--- src/rtl/led_period_meter.sv ---
// Measures rise-to-rise period and rise-to-fall high time of an asynchronous
// LED/blink input and flags a stall when no rising edge arrives within TIMEOUT clocks.
module led_period_meter #(
  parameter int CNT_W   = 16,
  parameter int TIMEOUT = 1000
) (
  input  logic             clk,
  input  logic             reset,
  input  logic             led,
  output logic [CNT_W-1:0] period,
  output logic [CNT_W-1:0] high_time,
  output logic             valid,
  output logic             timeout,
  output logic             stalled,
  output logic [7:0]       edge_count
);

  localparam logic [CNT_W-1:0] ONE   = CNT_W'(1);
  localparam logic [CNT_W-1:0] LIMIT = CNT_W'(TIMEOUT);

  typedef enum logic {
    IDLE,
    MEASURE
  } state_t;

  state_t           state;
  logic             s1;
  logic             s2;
  logic             s3;
  logic             rise;
  logic             fall;
  logic [CNT_W-1:0] cnt;
  logic [CNT_W-1:0] hcnt;

  // s1/s2 resynchronise the asynchronous input; s3 is the one-cycle history for edge detection
  always_ff @(posedge clk) begin
    if (reset) begin
      s1 <= 1'b0;
      s2 <= 1'b0;
      s3 <= 1'b0;
    end else begin
      s1 <= led;
      s2 <= s1;
      s3 <= s2;
    end
  end

  assign rise = s2 & ~s3;
  assign fall = ~s2 & s3;

  always_ff @(posedge clk) begin
    if (reset) begin
      state      <= IDLE;
      cnt        <= '0;
      hcnt       <= '0;
      period     <= '0;
      high_time  <= '0;
      valid      <= 1'b0;
      timeout    <= 1'b0;
      stalled    <= 1'b0;
      edge_count <= '0;
    end else begin
      valid   <= 1'b0;
      timeout <= 1'b0;
      case (state)
        IDLE: begin
          // First edge only establishes a reference; there is no interval to report yet
          if (rise) begin
            cnt        <= ONE;
            hcnt       <= ONE;
            edge_count <= edge_count + 8'd1;
            state      <= MEASURE;
          end
        end
        MEASURE: begin
          // A rise landing on the limit cycle still counts as a good period
          if (rise) begin
            period     <= cnt;
            valid      <= 1'b1;
            stalled    <= 1'b0;
            edge_count <= edge_count + 8'd1;
            cnt        <= ONE;
            hcnt       <= ONE;
          end else if (cnt == LIMIT) begin
            timeout <= 1'b1;
            stalled <= 1'b1;
            state   <= IDLE;
          end else begin
            cnt <= cnt + ONE;
            if (s2) begin
              hcnt <= hcnt + ONE;
            end
            if (fall) begin
              high_time <= hcnt;
            end
          end
        end
        default: state <= IDLE;
      endcase
    end
  end

endmodule

--- config.mk ---
export PLATFORM = sky130hd
export DESIGN_NAME = led_period_meter
export DESIGN_NICKNAME = d
export VERILOG_FILES = /design/src/rtl/led_period_meter.sv
export SDC_FILE = /design/constraint.sdc
export NUM_CORES = 1
export LEC_CHECK = 0
export ABC_AREA = 1
export BUFFER_PORTS_ARGS = -buffer_cell sky130_fd_sc_hd__clkbuf_2
export CAP_MARGIN = 20
export CORE_ASPECT_RATIO = 0.9
export CORE_UTILIZATION = 45
export DETAILED_ROUTE_END_ITERATION = 10
export PLACE_DENSITY = 0.78
export SLEW_MARGIN = 20
export SYNTH_ARGS = -nofsm -noshare
export SYNTH_HDL_FRONTEND = slang
export SYNTH_SLANG_ARGS = --single-unit
--- constraint.sdc ---
create_clock -name clk -period 1.29 [get_ports clk]
set_input_delay 0.258 -clock clk [delete_from_list [all_inputs] [get_ports clk]]
set_output_delay 0.258 -clock clk [all_outputs]
set_load 0.1 [all_outputs]
==> Flow_metrics.wiki <==
{| class="wikitable"
! Metric !! Value
|-
| Post-Synthesis Net Count || 555
|-
| Sw Ratio || 25.9%
|-
| CTS sink cnt || 79
|-
| Clock network latency to the later pin of the worst-skew pair || 380 ps
|-
| Crit path launch type || register
|-
| GR Overflow Total || 0
|-
| Power density over the cells || 783 nW/um^2
|-
| Flip-flop and latch area || 1650 sq um
|-
| Count of different cell masters after synthesis || 34
|-
| Wire length of the first global-routing pass || 19800 microns
|-
| NetSw || 1.29 mW
|-
| Final hold vios || 0
|-
| Count of inserted antenna diode cells || 0
|-
| Total core area || 8220 sq um
|-
| Worst Setup Path Type || register to register
|-
| Req. time, crit path || 1590 ps
|-
| Maximum vdd ir drop || 620 uV
|-
| Shortest period the worst path allows || 1540 ps
|-
| Upper clock frequency limit || 647 MHz
|-
| Layout cell share with drive strength beyond 1 || 45.7%
|-
| Initial standard-cell utilization of the core || 47.6%
|-
| Routability-driven placement congestion ratio || 0.887
|-
| Clock share of power || 42.5%
|-
| Slew Limit Fails || 0
|-
| Number of nets still failing antenna checks after routing || 0
|-
| Number of filler instances in the final layout || 534
|-
| CTS max path bufs || 2
|-
| Slew HR || 71.0%
|-
| Setup repair after global routing missed its margin || yes
|-
| Post-DR wirelength/cell || 16.2 microns
|-
| Fraction of the cycle the final worst path needs || 120%
|-
| Comb power frac || 7.9%
|-
| Violated checks || setup timing
|-
| Count of boundary I/O pins || 46
|-
| Count of input and output buffers || 45
|-
| Clk pin slew, worst setup/hold paths || 90 ps
|-
| Number of warnings printed during yosys synthesis || 0
|-
| Die Outline Area || 9080 sq um
|-
| Flip-flop and latch count after synthesis || 79
|-
| Final std cells w/o fill || 798
|-
| Static leakage || 2.41 nW
|-
| Total wirelength of the detailed-routed design || 13000 microns
|-
| Standard-cell row count || 31
|-
| Horiz. Die Dim || 100 microns
|-
| Worst hold-check slack || 69.1 ps
|-
| DIE HEIGHT || 90.5 microns
|-
| Post-synthesis average cell area || 7.15 sq um
|-
| Final #Nets || 685
|-
| Post-route DRC violation count || 0
|-
| Max-cap violations || 0
|-
| Worst min-delay path category || input pin to register
|-
| Routed vias/inst || 5.40
|-
| Cell chosen for the clock root || sky130_fd_sc_hd__clkbuf_8
|-
| Pre-Repair DR Iteration Count || 5
|-
| Final Total Pwr || 4.97 mW
|-
| Layout overhead on the synthesized area || 62.0%
|-
| Internal portion of total power || 3.68 mW
|-
| Number of enable flip-flop cells after synthesis || 0
|-
| Largest net degree at the start of global routing || 33
|-
| Endpoint arrival time on the critical path || 1840 ps
|-
| Predominant post-synthesis flop cell || sky130_fd_sc_hd__dfxtp_1
|-
| Async SR Flop Fraction || 0%
|-
| Total area of multi-input combinational cells || 2450 sq um
|-
| Detailed-route via count || 4306
|-
| Number of failing setup endpoints in the final timing report || 52
|-
| Post-synthesis instance total || 548
|-
| Post-route setup slack || -255 ps
|-
| Cell Count Post-Placement || 757
|-
| Largest fanout on the critical path || 4
|-
| Depth of the CTS H-tree || 3
|-
| Actual slew at the worst max-slew pin || 435 ps
|-
| Number of global-route vias before repair || 4122
|-
| CP Capture Type || register
|-
| Run status || finished with violations
|-
| Syn Std Cell Area || 3920 sq um
|-
| TritonCTS clock tree || yes
|-
| GRT Resource Usage Total || 28.0%
|-
| Post-DP HPWL || 7800 microns
|-
| Antenna violations before repair || 0
|-
| Clock Skew || 10.8 ps
|-
| Seq/Total Area, Yosys || 40.4%
|-
| Number of DRC markers after the initial detailed-route iteration || 283
|-
| Clock buffers created by TritonCTS || 9
|-
| Share of power burned in registers || 49.6%
|}
-- flip-flops by register name, indices dropped and copies added, names as in the netlist --
signal,count
stalled,1
valid,1
s1,1
s2,1
timeout,1
period,16
cnt,16
s3,1
hcnt,16
state,1
edge_count,8
high_time,16
-- logic make-up after synthesis --
group / Yosys count / synth area share [%]
buffers and inverters: 74 / 8.24
AND/OR/NAND/NOR: 305 / 36.5
XOR/XNOR: 5 / 1.12
flip-flops: 79 / 40.4
AO/OA/AOI/OAI: 81 / 12.5
adder cells (fa/ha/maj): 4 / 1.28
-- area by class of cell --
type                            count  share of cell area (%)
Inverter                           54                    3.27
Sequential cell                    79                    26.0
Multi-Input combinational cell    397                    38.6
Tap cell                          115                    2.27
Clock inverter                      6                    1.46
Clock buffer                       10                    2.01
Timing Repair Buffer              137                    26.4
-- cells in the final DEF (no fill, tap or decap), types with 8 or more instances in the layout --
cell type / Yosys / final
sky130_fd_sc_hd__dfxtp_1: 79 / 49
sky130_fd_sc_hd__inv_1: 48 / 39
sky130_fd_sc_hd__nand3_2: 2 / 16
sky130_fd_sc_hd__buf_12: 1 / 47
sky130_fd_sc_hd__a21oi_1: 39 / 31
sky130_fd_sc_hd__o21ai_0: 19 / 11
sky130_fd_sc_hd__inv_2: 4 / 11
sky130_fd_sc_hd__clkbuf_8: 0 / 9
sky130_fd_sc_hd__nor2_1: 58 / 46
sky130_fd_sc_hd__nand2_1: 130 / 113
sky130_fd_sc_hd__nand3_1: 70 / 51
sky130_fd_sc_hd__nand4_1: 11 / 11
sky130_fd_sc_hd__nand2_2: 16 / 27
sky130_fd_sc_hd__buf_4: 0 / 76
sky130_fd_sc_hd__dfxtp_4: 0 / 11
sky130_fd_sc_hd__buf_6: 3 / 10
sky130_fd_sc_hd__nor2_4: 3 / 8
sky130_fd_sc_hd__nor2_2: 2 / 9
sky130_fd_sc_hd__dfxtp_2: 0 / 19
sky130_fd_sc_hd__a21oi_2: 18 / 26
-- layer usage --
layer,track usage [%],vias up,part of all wire (%)
met5,0,-,0
met2,44.9,201,49
li1,-,2040,-
met4,12.4,0,4.0
met3,7.35,53,6.6
met1,35.1,2012,41
-- power groups by stage --
stage	clock (mW)	combinational (mW)	sequential [mW]
5_1_grt	2.23	0.419	2.47
3_5_place_dp	0	0.324	2.52
3_3_place_gp	0	0.316	2.52
4_1_cts	2.13	0.355	2.46
6_report	2.11	0.393	2.46
2_1_floorplan	0	0.180	2.55
-- worst max-delay path, cell delays in order (launching register included) --
cell and delay, ps:
sky130_fd_sc_hd__dfxtp_4 390, sky130_fd_sc_hd__buf_4 120, sky130_fd_sc_hd__nand3_1 110, sky130_fd_sc_hd__nor2_1 120
sky130_fd_sc_hd__buf_4 160, sky130_fd_sc_hd__xor2_2 170, sky130_fd_sc_hd__nand4_1 200, sky130_fd_sc_hd__a21oi_2 220
-- per-stage QoR --
| stage | utilization [%] | setup TNS (ps) | instance area [sq um] | worst slack, ps |
|---|---|---|---|---|
| detailed placement | 66.1 | -6690 | 5440 | -181 |
| floorplan | - | -102 | 4010 | -86.1 |
| global placement | 66.1 | -3800 | 5440 | -143 |
| CTS | 72.9 | -5420 | 5990 | -146 |
| finish | 77.2 | -6070 | 6340 | -255 |
| global route | 77.2 | -10150 | 6340 | -299 |
-- synth_stat cells, drive strengths merged (3+ instances only) --
library cell    n  area (sq um)
buf            10          82.6
dfxtp          79          1580
a21oi          58           369
nand4          11          68.8
o21ai          20           100
inv            52           195
nand3          73           388
nor2           65           304
ha              4          50.1
nor3            5          25.0
clkbuf         10          37.5
nand2         149           622
xor2            3          26.3
-- worst paths after layout --
check                       from                   to  slack (ps)  depth (start not counted)
max          cnt[0]$_SDFFE_PP0P_  cnt[5]$_SDFFE_PP0P_        -250                          7
min                          led        s1$_SDFF_PP0_          70                          3
max reg2reg  cnt[0]$_SDFFE_PP0P_  cnt[5]$_SDFFE_PP0P_        -250                          7
min reg2reg        s1$_SDFF_PP0_        s2$_SDFF_PP0_         430                          2
-- repair_timing --
| item | in CTS | in global routing |
|---|---|---|
| hold buffers | 0 | 0 |
| gates resized for setup | 50 | 79 |
| setup endpoints to repair | 53 | 73 |
| gates cloned | 3 | 0 |
| buffers inserted | 13 | 9 |
| pin swaps | 16 | 31 |
| endpoints found under the hold margin | 0 | 0 |
(Power assumes the default switching activity.)
